## config.mk

```make
export PLATFORM = sky130hd
export DESIGN_NAME = segre_m_ext_pipeline_flat
export DESIGN_NICKNAME = d
export VERILOG_FILES = /design/src/rtl/segre_pkg.sv /design/src/rtl/segre_m_ext_pipeline_if.sv /design/src/rtl/segre_mul_datapath.sv /design/src/rtl/segre_m_ext_pipeline.sv /design/src/flat_wrapper.sv
export SDC_FILE = /design/constraint.sdc
export NUM_CORES = 2
export LEC_CHECK = 0
export CORE_MARGIN = 3
export CORE_UTILIZATION = 40
export DETAILED_ROUTE_END_ITERATION = 10
export PLACE_DENSITY_LB_ADDON = 0.3
export SETUP_SLACK_MARGIN = 0.05
export SYNTH_ARGS = -nofsm -noshare
export SYNTH_HDL_FRONTEND = slang
export SYNTH_SLANG_ARGS = --single-unit
```

## constraint.sdc

```tcl
create_clock -name clk_i -period 10.4 [get_ports clk_i]
set_input_delay 2.08 -clock clk_i [delete_from_list [all_inputs] [get_ports clk_i]]
set_output_delay 2.08 -clock clk_i [all_outputs]
set_load 0.005 [all_outputs]
```

## src/rtl/segre_pkg.sv

```systemverilog
// Shared widths, opcode encoding and opcode decode helpers for the M-extension pipeline.
package segre_pkg;

    localparam int WORD_SIZE    = 32;
    localparam int REG_SIZE     = 5;
    localparam int M_EXT_STAGES = 5;

    typedef enum logic [2:0] {
        M_MUL    = 3'd0,
        M_MULH   = 3'd1,
        M_MULHSU = 3'd2,
        M_MULHU  = 3'd3,
        M_DIV    = 3'd4,
        M_DIVU   = 3'd5,
        M_REM    = 3'd6,
        M_REMU   = 3'd7
    } m_ext_opcode_e;

    // True for the opcodes this pipeline actually executes.
    function automatic logic is_mul_op(input m_ext_opcode_e op);
        return (op == M_MUL) || (op == M_MULH) || (op == M_MULHSU) || (op == M_MULHU);
    endfunction

    // Operand A is treated as signed for MUL, MULH and MULHSU.
    function automatic logic op_signed_a(input m_ext_opcode_e op);
        return (op == M_MUL) || (op == M_MULH) || (op == M_MULHSU);
    endfunction

    // Operand B is treated as signed only for MUL and MULH.
    function automatic logic op_signed_b(input m_ext_opcode_e op);
        return (op == M_MUL) || (op == M_MULH);
    endfunction

endpackage

```

## src/rtl/segre_m_ext_pipeline_if.sv

```systemverilog
// Decode-to-M-pipeline bundle: issue signals toward the pipeline, status and writeback back out.
// Handshake: an op is accepted on a rising edge when valid_m1_i=1 and block_m_i=0;
// there is no ready, block_m_i freezes the whole pipeline including its outputs.
interface segre_m_ext_pipeline_if;
    import segre_pkg::*;

    logic                        valid_m1_i;
    m_ext_opcode_e               m1_opcode_i;
    logic [REG_SIZE-1:0]         m1_rf_waddr_i;
    logic [WORD_SIZE-1:0]        m1_rf_src_a_i;
    logic [WORD_SIZE-1:0]        m1_rf_src_b_i;
    logic                        block_m_i;

    logic [M_EXT_STAGES-1:0]          stage_valid_o;
    logic [M_EXT_STAGES*REG_SIZE-1:0] stage_waddr_o;
    logic                             m5_valid_o;
    logic                             m5_rf_we_o;
    logic [REG_SIZE-1:0]              m5_rf_waddr_o;
    logic [WORD_SIZE-1:0]             m5_rd_data_o;
    logic                             unsupported_o;
    logic                             busy_o;

    modport master (
        output valid_m1_i, m1_opcode_i, m1_rf_waddr_i, m1_rf_src_a_i, m1_rf_src_b_i, block_m_i,
        input  stage_valid_o, stage_waddr_o, m5_valid_o, m5_rf_we_o, m5_rf_waddr_o,
               m5_rd_data_o, unsupported_o, busy_o
    );

    modport slave (
        input  valid_m1_i, m1_opcode_i, m1_rf_waddr_i, m1_rf_src_a_i, m1_rf_src_b_i, block_m_i,
        output stage_valid_o, stage_waddr_o, m5_valid_o, m5_rf_we_o, m5_rf_waddr_o,
               m5_rd_data_o, unsupported_o, busy_o
    );

endinterface

```

## src/rtl/segre_mul_datapath.sv

```systemverilog
// Four-register 33x33 multiply datapath (M1..M4): extend, partial products, middle sum, full product.
// Data registers carry no reset; their contents only matter when the matching valid bit is set.
module segre_mul_datapath
    import segre_pkg::*;
(
    input  logic                   clk_i,
    input  logic                   en_i,
    input  logic                   signed_a_i,
    input  logic                   signed_b_i,
    input  logic [WORD_SIZE-1:0]   src_a_i,
    input  logic [WORD_SIZE-1:0]   src_b_i,
    output logic [2*WORD_SIZE-1:0] product_o
);

    logic [WORD_SIZE:0]   a_m1, b_m1;
    logic signed [16:0]   a_hi, a_lo, b_hi, b_lo;
    logic signed [33:0]   pp_hh_m2, pp_hl_m2, pp_lh_m2, pp_ll_m2;
    logic [33:0]          hh_m3, ll_m3;
    logic [34:0]          mid_m3;
    logic [65:0]          full_sum;
    logic [2*WORD_SIZE-1:0] product_m4;

    // Split the 33-bit operands into a signed 17-bit high half and a zero-extended low half.
    always_comb begin
        a_hi = $signed(a_m1[32:16]);
        b_hi = $signed(b_m1[32:16]);
        a_lo = $signed({1'b0, a_m1[15:0]});
        b_lo = $signed({1'b0, b_m1[15:0]});
        full_sum = {hh_m3, 32'b0}
                 + {{15{mid_m3[34]}}, mid_m3, 16'b0}
                 + {{32{ll_m3[33]}}, ll_m3};
    end

    // Stage registers advance together whenever the pipeline is not blocked.
    always_ff @(posedge clk_i) begin
        if (en_i) begin
            a_m1       <= {signed_a_i & src_a_i[WORD_SIZE-1], src_a_i};
            b_m1       <= {signed_b_i & src_b_i[WORD_SIZE-1], src_b_i};
            pp_hh_m2   <= a_hi * b_hi;
            pp_hl_m2   <= a_hi * b_lo;
            pp_lh_m2   <= a_lo * b_hi;
            pp_ll_m2   <= a_lo * b_lo;
            hh_m3      <= pp_hh_m2;
            ll_m3      <= pp_ll_m2;
            mid_m3     <= {pp_hl_m2[33], pp_hl_m2} + {pp_lh_m2[33], pp_lh_m2};
            product_m4 <= full_sum[63:0];
        end
    end

    assign product_o = product_m4;

endmodule

```

## src/rtl/segre_m_ext_pipeline.sv

```systemverilog
// Five-stage M-extension pipeline: tracks valid/waddr/opcode per stage and selects the M5 result.
module segre_m_ext_pipeline
    import segre_pkg::*;
(
    input  logic                    clk_i,
    input  logic                    rst_i,
    segre_m_ext_pipeline_if.slave   bus
);

    logic [M_EXT_STAGES-1:0]                valid_q;
    logic [M_EXT_STAGES-1:0][REG_SIZE-1:0]  waddr_q;
    m_ext_opcode_e                          op_q [M_EXT_STAGES];
    logic [WORD_SIZE-1:0]                   rd_data_q;
    logic [WORD_SIZE-1:0]                   rd_data_next;
    logic [2*WORD_SIZE-1:0]                 product;
    logic                                   advance;

    assign advance = !bus.block_m_i;

    segre_mul_datapath u_datapath (
        .clk_i      (clk_i),
        .en_i       (advance),
        .signed_a_i (op_signed_a(bus.m1_opcode_i)),
        .signed_b_i (op_signed_b(bus.m1_opcode_i)),
        .src_a_i    (bus.m1_rf_src_a_i),
        .src_b_i    (bus.m1_rf_src_b_i),
        .product_o  (product)
    );

    // Result selection for the op leaving M4; unsupported or empty slots produce zero.
    always_comb begin
        rd_data_next = '0;
        if (valid_q[3] && is_mul_op(op_q[3])) begin
            if (op_q[3] == M_MUL) rd_data_next = product[WORD_SIZE-1:0];
            else                  rd_data_next = product[2*WORD_SIZE-1:WORD_SIZE];
        end
    end

    // Control shift register; reset wins over block and drops every in-flight op.
    always_ff @(posedge clk_i) begin
        if (rst_i) begin
            valid_q   <= '0;
            rd_data_q <= '0;
        end else if (advance) begin
            valid_q   <= {valid_q[M_EXT_STAGES-2:0], bus.valid_m1_i};
            waddr_q   <= {waddr_q[M_EXT_STAGES-2:0], bus.m1_rf_waddr_i};
            rd_data_q <= rd_data_next;
            op_q[0]   <= bus.m1_opcode_i;
            for (int i = 1; i < M_EXT_STAGES; i++) begin
                op_q[i] <= op_q[i-1];
            end
        end
    end

    // Per-stage destination, forced to zero for empty stages.
    always_comb begin
        bus.stage_waddr_o = '0;
        for (int i = 0; i < M_EXT_STAGES; i++) begin
            if (valid_q[i]) bus.stage_waddr_o[i*REG_SIZE +: REG_SIZE] = waddr_q[i];
        end
    end

    assign bus.stage_valid_o = valid_q;
    assign bus.busy_o        = |valid_q;
    assign bus.m5_valid_o    = valid_q[4];
    assign bus.unsupported_o = valid_q[4] && !is_mul_op(op_q[4]);
    assign bus.m5_rf_we_o    = valid_q[4] && is_mul_op(op_q[4]);
    assign bus.m5_rf_waddr_o = valid_q[4] ? waddr_q[4] : '0;
    assign bus.m5_rd_data_o  = rd_data_q;

endmodule

```

## src/flat_wrapper.sv

```systemverilog
// flat-port wrapper written by rule: the top's interface ports become plain ports
module segre_m_ext_pipeline_flat import segre_pkg::*;
  (clk_i, rst_i, bus_valid_m1_i, bus_m1_opcode_i, bus_m1_rf_waddr_i, bus_m1_rf_src_a_i, bus_m1_rf_src_b_i, bus_block_m_i, bus_stage_valid_o, bus_stage_waddr_o, bus_m5_valid_o, bus_m5_rf_we_o, bus_m5_rf_waddr_o, bus_m5_rd_data_o, bus_unsupported_o, bus_busy_o);
  segre_m_ext_pipeline_if bus_i ();
  input  logic clk_i;
  input  logic rst_i;
  input wire logic [$bits(bus_i.valid_m1_i)-1:0] bus_valid_m1_i;
  input wire logic [$bits(bus_i.m1_opcode_i)-1:0] bus_m1_opcode_i;
  input wire logic [$bits(bus_i.m1_rf_waddr_i)-1:0] bus_m1_rf_waddr_i;
  input wire logic [$bits(bus_i.m1_rf_src_a_i)-1:0] bus_m1_rf_src_a_i;
  input wire logic [$bits(bus_i.m1_rf_src_b_i)-1:0] bus_m1_rf_src_b_i;
  input wire logic [$bits(bus_i.block_m_i)-1:0] bus_block_m_i;
  output wire logic [$bits(bus_i.stage_valid_o)-1:0] bus_stage_valid_o;
  output wire logic [$bits(bus_i.stage_waddr_o)-1:0] bus_stage_waddr_o;
  output wire logic [$bits(bus_i.m5_valid_o)-1:0] bus_m5_valid_o;
  output wire logic [$bits(bus_i.m5_rf_we_o)-1:0] bus_m5_rf_we_o;
  output wire logic [$bits(bus_i.m5_rf_waddr_o)-1:0] bus_m5_rf_waddr_o;
  output wire logic [$bits(bus_i.m5_rd_data_o)-1:0] bus_m5_rd_data_o;
  output wire logic [$bits(bus_i.unsupported_o)-1:0] bus_unsupported_o;
  output wire logic [$bits(bus_i.busy_o)-1:0] bus_busy_o;
  assign bus_i.valid_m1_i = bus_valid_m1_i;
  assign bus_i.m1_opcode_i = bus_m1_opcode_i;
  assign bus_i.m1_rf_waddr_i = bus_m1_rf_waddr_i;
  assign bus_i.m1_rf_src_a_i = bus_m1_rf_src_a_i;
  assign bus_i.m1_rf_src_b_i = bus_m1_rf_src_b_i;
  assign bus_i.block_m_i = bus_block_m_i;
  assign bus_stage_valid_o = bus_i.stage_valid_o;
  assign bus_stage_waddr_o = bus_i.stage_waddr_o;
  assign bus_m5_valid_o = bus_i.m5_valid_o;
  assign bus_m5_rf_we_o = bus_i.m5_rf_we_o;
  assign bus_m5_rf_waddr_o = bus_i.m5_rf_waddr_o;
  assign bus_m5_rd_data_o = bus_i.m5_rd_data_o;
  assign bus_unsupported_o = bus_i.unsupported_o;
  assign bus_busy_o = bus_i.busy_o;
  segre_m_ext_pipeline u_core (.clk_i(clk_i), .rst_i(rst_i), .bus(bus_i));
endmodule
```

==> implementation parameters <==
Parameter                              Value

Floorplanning
  Standard-cell row count ... 136
  Boundary pin count ... 147
  Initial Utilization ... 40.6%
  Die boundary width ... about 380 um
  Core Box Area ... approximately 140000 um2
  Die Height ... between 300 and 400 um
  Area of the die ... about 140000 um2

Timing
  Setup WS post-layout ... 3.05 ns
  Summed negative setup slack over all endpoints ... 0 ns
  RSZ-0062 raised after global routing ... no
  Worst max-slew margin expressed relative to the limit ... 13.8%
  Setup-violating endpoint count in the final report ... 0
  Worst Skew ... approximately 0.06 ns
  Hold Vio Cnt, Final ... 0
  Final critical path time including I/O delays and setup ... 7.35 ns
  Final-report max-slew violation count ... 0
  Worst-margin pin slew ... ~1.3 ns
  Highest clock frequency the design can meet ... 136 MHz
  Share of the cycle needed by the critical path after routing ... between 70% and 80%

Cells and area
  Final antenna diode count ... 0
  Share of post-route cells with drive strength above 1 ... 3.46%
  Area overhead of the layout relative to synthesis ... 9.61%
  Area occupied by registers ... 12700 um2
  Total area of multi-input combinational cells ... 38300 um2
  Filler cells ... 13200
  Net count reported at finish ... 7110

Routing
  Final routed wire length divided by cell count ... 18.7 um
  Drc violations ... 0
  Remaining antenna violation count after routing ... 0
  Via/cell ratio ... approximately 5
  First-iteration detailed-routing DRC count ... between 2000 and 2500
  1st-pass router iterations ... 5
  Final Routed Wirelength ... 140 mm
  Via Count ... between 30000 and 40000

Flow run
  Max-Cap Viols ... 0

Yosys
  Number of flip-flops and latches in the synthesized netlist ... 436
  Top cells by area, synth ... sky130_fd_sc_hd__fa_1, sky130_fd_sc_hd__edfxtp_1, sky130_fd_sc_hd__ha_1
  Top-area cell type share of the netlist area ... 34.5%
  Synth warnings ... 0
  Mux share of post-synthesis cell area ... 0.0892%
  Top post-synthesis cells by count ... sky130_fd_sc_hd__inv_1, sky130_fd_sc_hd__fa_1, sky130_fd_sc_hd__nand2_1
  Proportion of synthesized chip area in sequential cells ... 22.7%
  Number of synthesized flops with an enable pin ... 399
  Cell Area, Synth ... 56100 um2
  Top FF cell, synth ... sky130_fd_sc_hd__edfxtp_1
  Post-synth cell types ... 84
  Syn avg cell area ... 10.1 um2
  Area share of fa/ha/maj cells after synthesis ... 45.2%
  Post-synthesis compound-gate area fraction ... 6.35%
  Area share of and/or/nand/nor cells after synthesis ... 13.4%
  Number of nets in the synthesized netlist ... between 7000 and 8000
  Cell with the most instances after synthesis ... sky130_fd_sc_hd__inv_1
  Top cell type by total area after synthesis ... sky130_fd_sc_hd__fa_1
  Largest family of logic cells by synthesized area ... adder cells
  Share of synthesized registers carrying an async set or reset ... 0%
  Number of standard cells after synthesis ... 5540
  Xor and xnor fraction of the mapped netlist area ... about 3.1%

Min path
  End of the worst hold path ... u_core.op_q[0][4]$_DFFE_PP_
  Class of the tightest hold or removal check ... reg2reg
  Number of cells traversed by the worst hold path ... 0
  Min-Delay Startpoint ... u_core.op_q[0][1]$_DFFE_PP_

CTS
  Number of setup buffers added after CTS ... 0
  Number of clock buffers inserted by TritonCTS ... 56
  CTS tree ... yes
  CTS max path bufs ... 3
  Clock slew at reported path FFs ... 0.07 ns
  Clock latency of the later-clocked register in the worst-skew pair ... 0.70 ns
  TritonCTS Sinks ... roughly 440
  # hold bufs at CTS ... 0
  CTS Root Cell ... sky130_fd_sc_hd__clkbuf_16
  Post_cts resized ... 0
  Total number of H-tree levels ... 2

Placed design
  Final Wtd Congestion ... 0.861
  DP HPWL ... 107 mm
  Buffers on Ports ... 146
  Worst Setup Slack post-DPL ... 3.17 ns

Global routing
  Global-route total usage across every layer ... between 20% and 30%
  Global-route wire length before repair ... 230 mm
  Antenna violations before repair ... 3
  Vias in the first global route ... ~41000
  Total overflow reported by the global router ... 0
  Largest net degree at the start of global routing ... 151

Setup path
  Reg2Reg Launch Point ... u_core.u_datapath.b_m1[24]$_DFFE_PN_
  Critical path required time ... 10.78 ns
  End of the worst register-to-register path ... u_core.u_datapath.pp_lh_m2[31]$_DFFE_PN_
  Setup Crit Path Kind ... reg2reg
  Critical Path AT ... 7.73 ns
  Maximum fanout encountered on the critical timing path ... 20
  Register-to-Register Setup Slack ... just over 3 ns
  Worst setup EP type ... flop
  Depth of the worst register-to-register path ... 23
  Critical path launch point type ... flop

Status
  Status ... completed
area by class of cell:
| cell class | instances | share of cell area, % |
|---|---|---|
| Inverter | 1132 | 6.91 |
| Tap cell | 1863 | 3.79 |
| Clock inverter | 35 | 0.769 |
| Multi-Input combinational cell | 3739 | 62.2 |
| Clock buffer | 67 | 2.34 |
| Timing Repair Buffer | 221 | 3.30 |
| Sequential cell | 436 | 20.7 |
state kept, by name (all words and copies together), names as in the netlist:
register / cells
u_core.u_datapath.mid_m3: 35
u_core.u_datapath.ll_m3: 32
u_core.op_q: 13
u_core.bus.stage_valid_o: 5
u_core.u_datapath.pp_lh_m2: 34
u_core.waddr_q: 25
u_core.u_datapath.pp_hl_m2: 34
u_core.u_datapath.hh_m3: 32
u_core.u_datapath.pp_ll_m2: 32
u_core.u_datapath.a_m1: 33
u_core.bus.m5_rd_data_o: 32
u_core.u_datapath.pp_hh_m2: 32
u_core.u_datapath.b_m1: 33
u_core.u_datapath.product_o: 64
routing by layer:
metal | wire length [um] | global-route usage, %
met1 | 62200 | 27.8
met2 | 64300 | 32.7
met3 | 9690 | 3.76
met4 | 4210 | 5.53
met5 | 0 | 0
metrics by stage:
stage	cells	hold slack, ns	util (%)	area (um2)
after global placement	7391	0.403	43.1	59600
after global routing	7493	0.418	44.5	61500
after detailed placement	7391	0.405	43.1	59600
after CTS	7493	0.407	44.5	61500
after floorplan	5540	0.400	-	56100
final	7493	0.412	44.5	61500
placed cells by master (no fill, tap or decap), drive strengths merged, types with 17 or more instances in the layout:
cell	n
xor2	40
edfxtp	399
o21bai	27
a21oi	206
nand2	654
nor2	168
nand3	32
buf	76
o21a	30
fa	966
dfxtp	37
xnor2	160
clkbuf	67
a211oi	27
inv	1135
clkdlybuf4s50	145
a21o	74
nand2b	33
o21ai	99
clkinv	17
and2	554
nor3	28
ha	482
kinds of logic (layout without fill, tap and decap cells):
group,after synthesis,in the layout
buffers and inverters,1365,1455
AND/OR/NAND/NOR,1537,1537
flip-flops,436,436
adder cells (fa/ha/maj),1448,1448
AO/OA/AOI/OAI,549,549
multiplexers,5,5
XOR/XNOR,200,200
how the worst max path moves through the flow:
| stage | slack, ns | depth (start not counted) | endpoint | startpoint |
|---|---|---|---|---|
| global route | 2.68 | 22 | u_core.u_datapath.pp_ll_m2[31]$_DFFE_PN_ | u_core.u_datapath.a_m1[6]$_DFFE_PN_ |
| global placement | 3.21 | 22 | u_core.u_datapath.pp_hl_m2[33]$_DFFE_PN_ | u_core.u_datapath.a_m1[26]$_DFFE_PN_ |
| floorplan | 2.15 | 6 | u_core.bus.m5_rd_data_o[10]$_SDFFE_PP0N_ | bus_block_m_i |
| detailed placement | 3.17 | 22 | u_core.u_datapath.pp_hl_m2[33]$_DFFE_PN_ | u_core.u_datapath.a_m1[26]$_DFFE_PN_ |
| finish | 3.05 | 23 | u_core.u_datapath.pp_lh_m2[31]$_DFFE_PN_ | u_core.u_datapath.b_m1[24]$_DFFE_PN_ |
| CTS | 3.14 | 23 | u_core.u_datapath.pp_lh_m2[31]$_DFFE_PN_ | u_core.u_datapath.b_m1[24]$_DFFE_PN_ |
critical path: stages (launching register included):
cell	delay (ns)
sky130_fd_sc_hd__edfxtp_1	0.97
sky130_fd_sc_hd__buf_4	0.35
sky130_fd_sc_hd__nand2_1	0.10
sky130_fd_sc_hd__fa_1	0.55
sky130_fd_sc_hd__inv_1	0.05
sky130_fd_sc_hd__fa_1	0.49
sky130_fd_sc_hd__inv_1	0.06
sky130_fd_sc_hd__fa_1	0.53
sky130_fd_sc_hd__inv_1	0.05
sky130_fd_sc_hd__fa_1	0.46
sky130_fd_sc_hd__fa_1	0.49
sky130_fd_sc_hd__inv_1	0.05
sky130_fd_sc_hd__fa_1	0.47
sky130_fd_sc_hd__inv_1	0.04
sky130_fd_sc_hd__ha_1	0.28
sky130_fd_sc_hd__o21ai_0	0.16
sky130_fd_sc_hd__nor2_1	0.19
sky130_fd_sc_hd__inv_1	0.07
sky130_fd_sc_hd__o22ai_2	0.27
sky130_fd_sc_hd__a211oi_1	0.21
sky130_fd_sc_hd__o31a_1	0.40
sky130_fd_sc_hd__or4_1	0.49
sky130_fd_sc_hd__a31oi_1	0.23
sky130_fd_sc_hd__xnor2_1	0.09
Power is not shown: default switching activity piles up to over one toggle a cycle in this logic, so the estimate is an artifact.
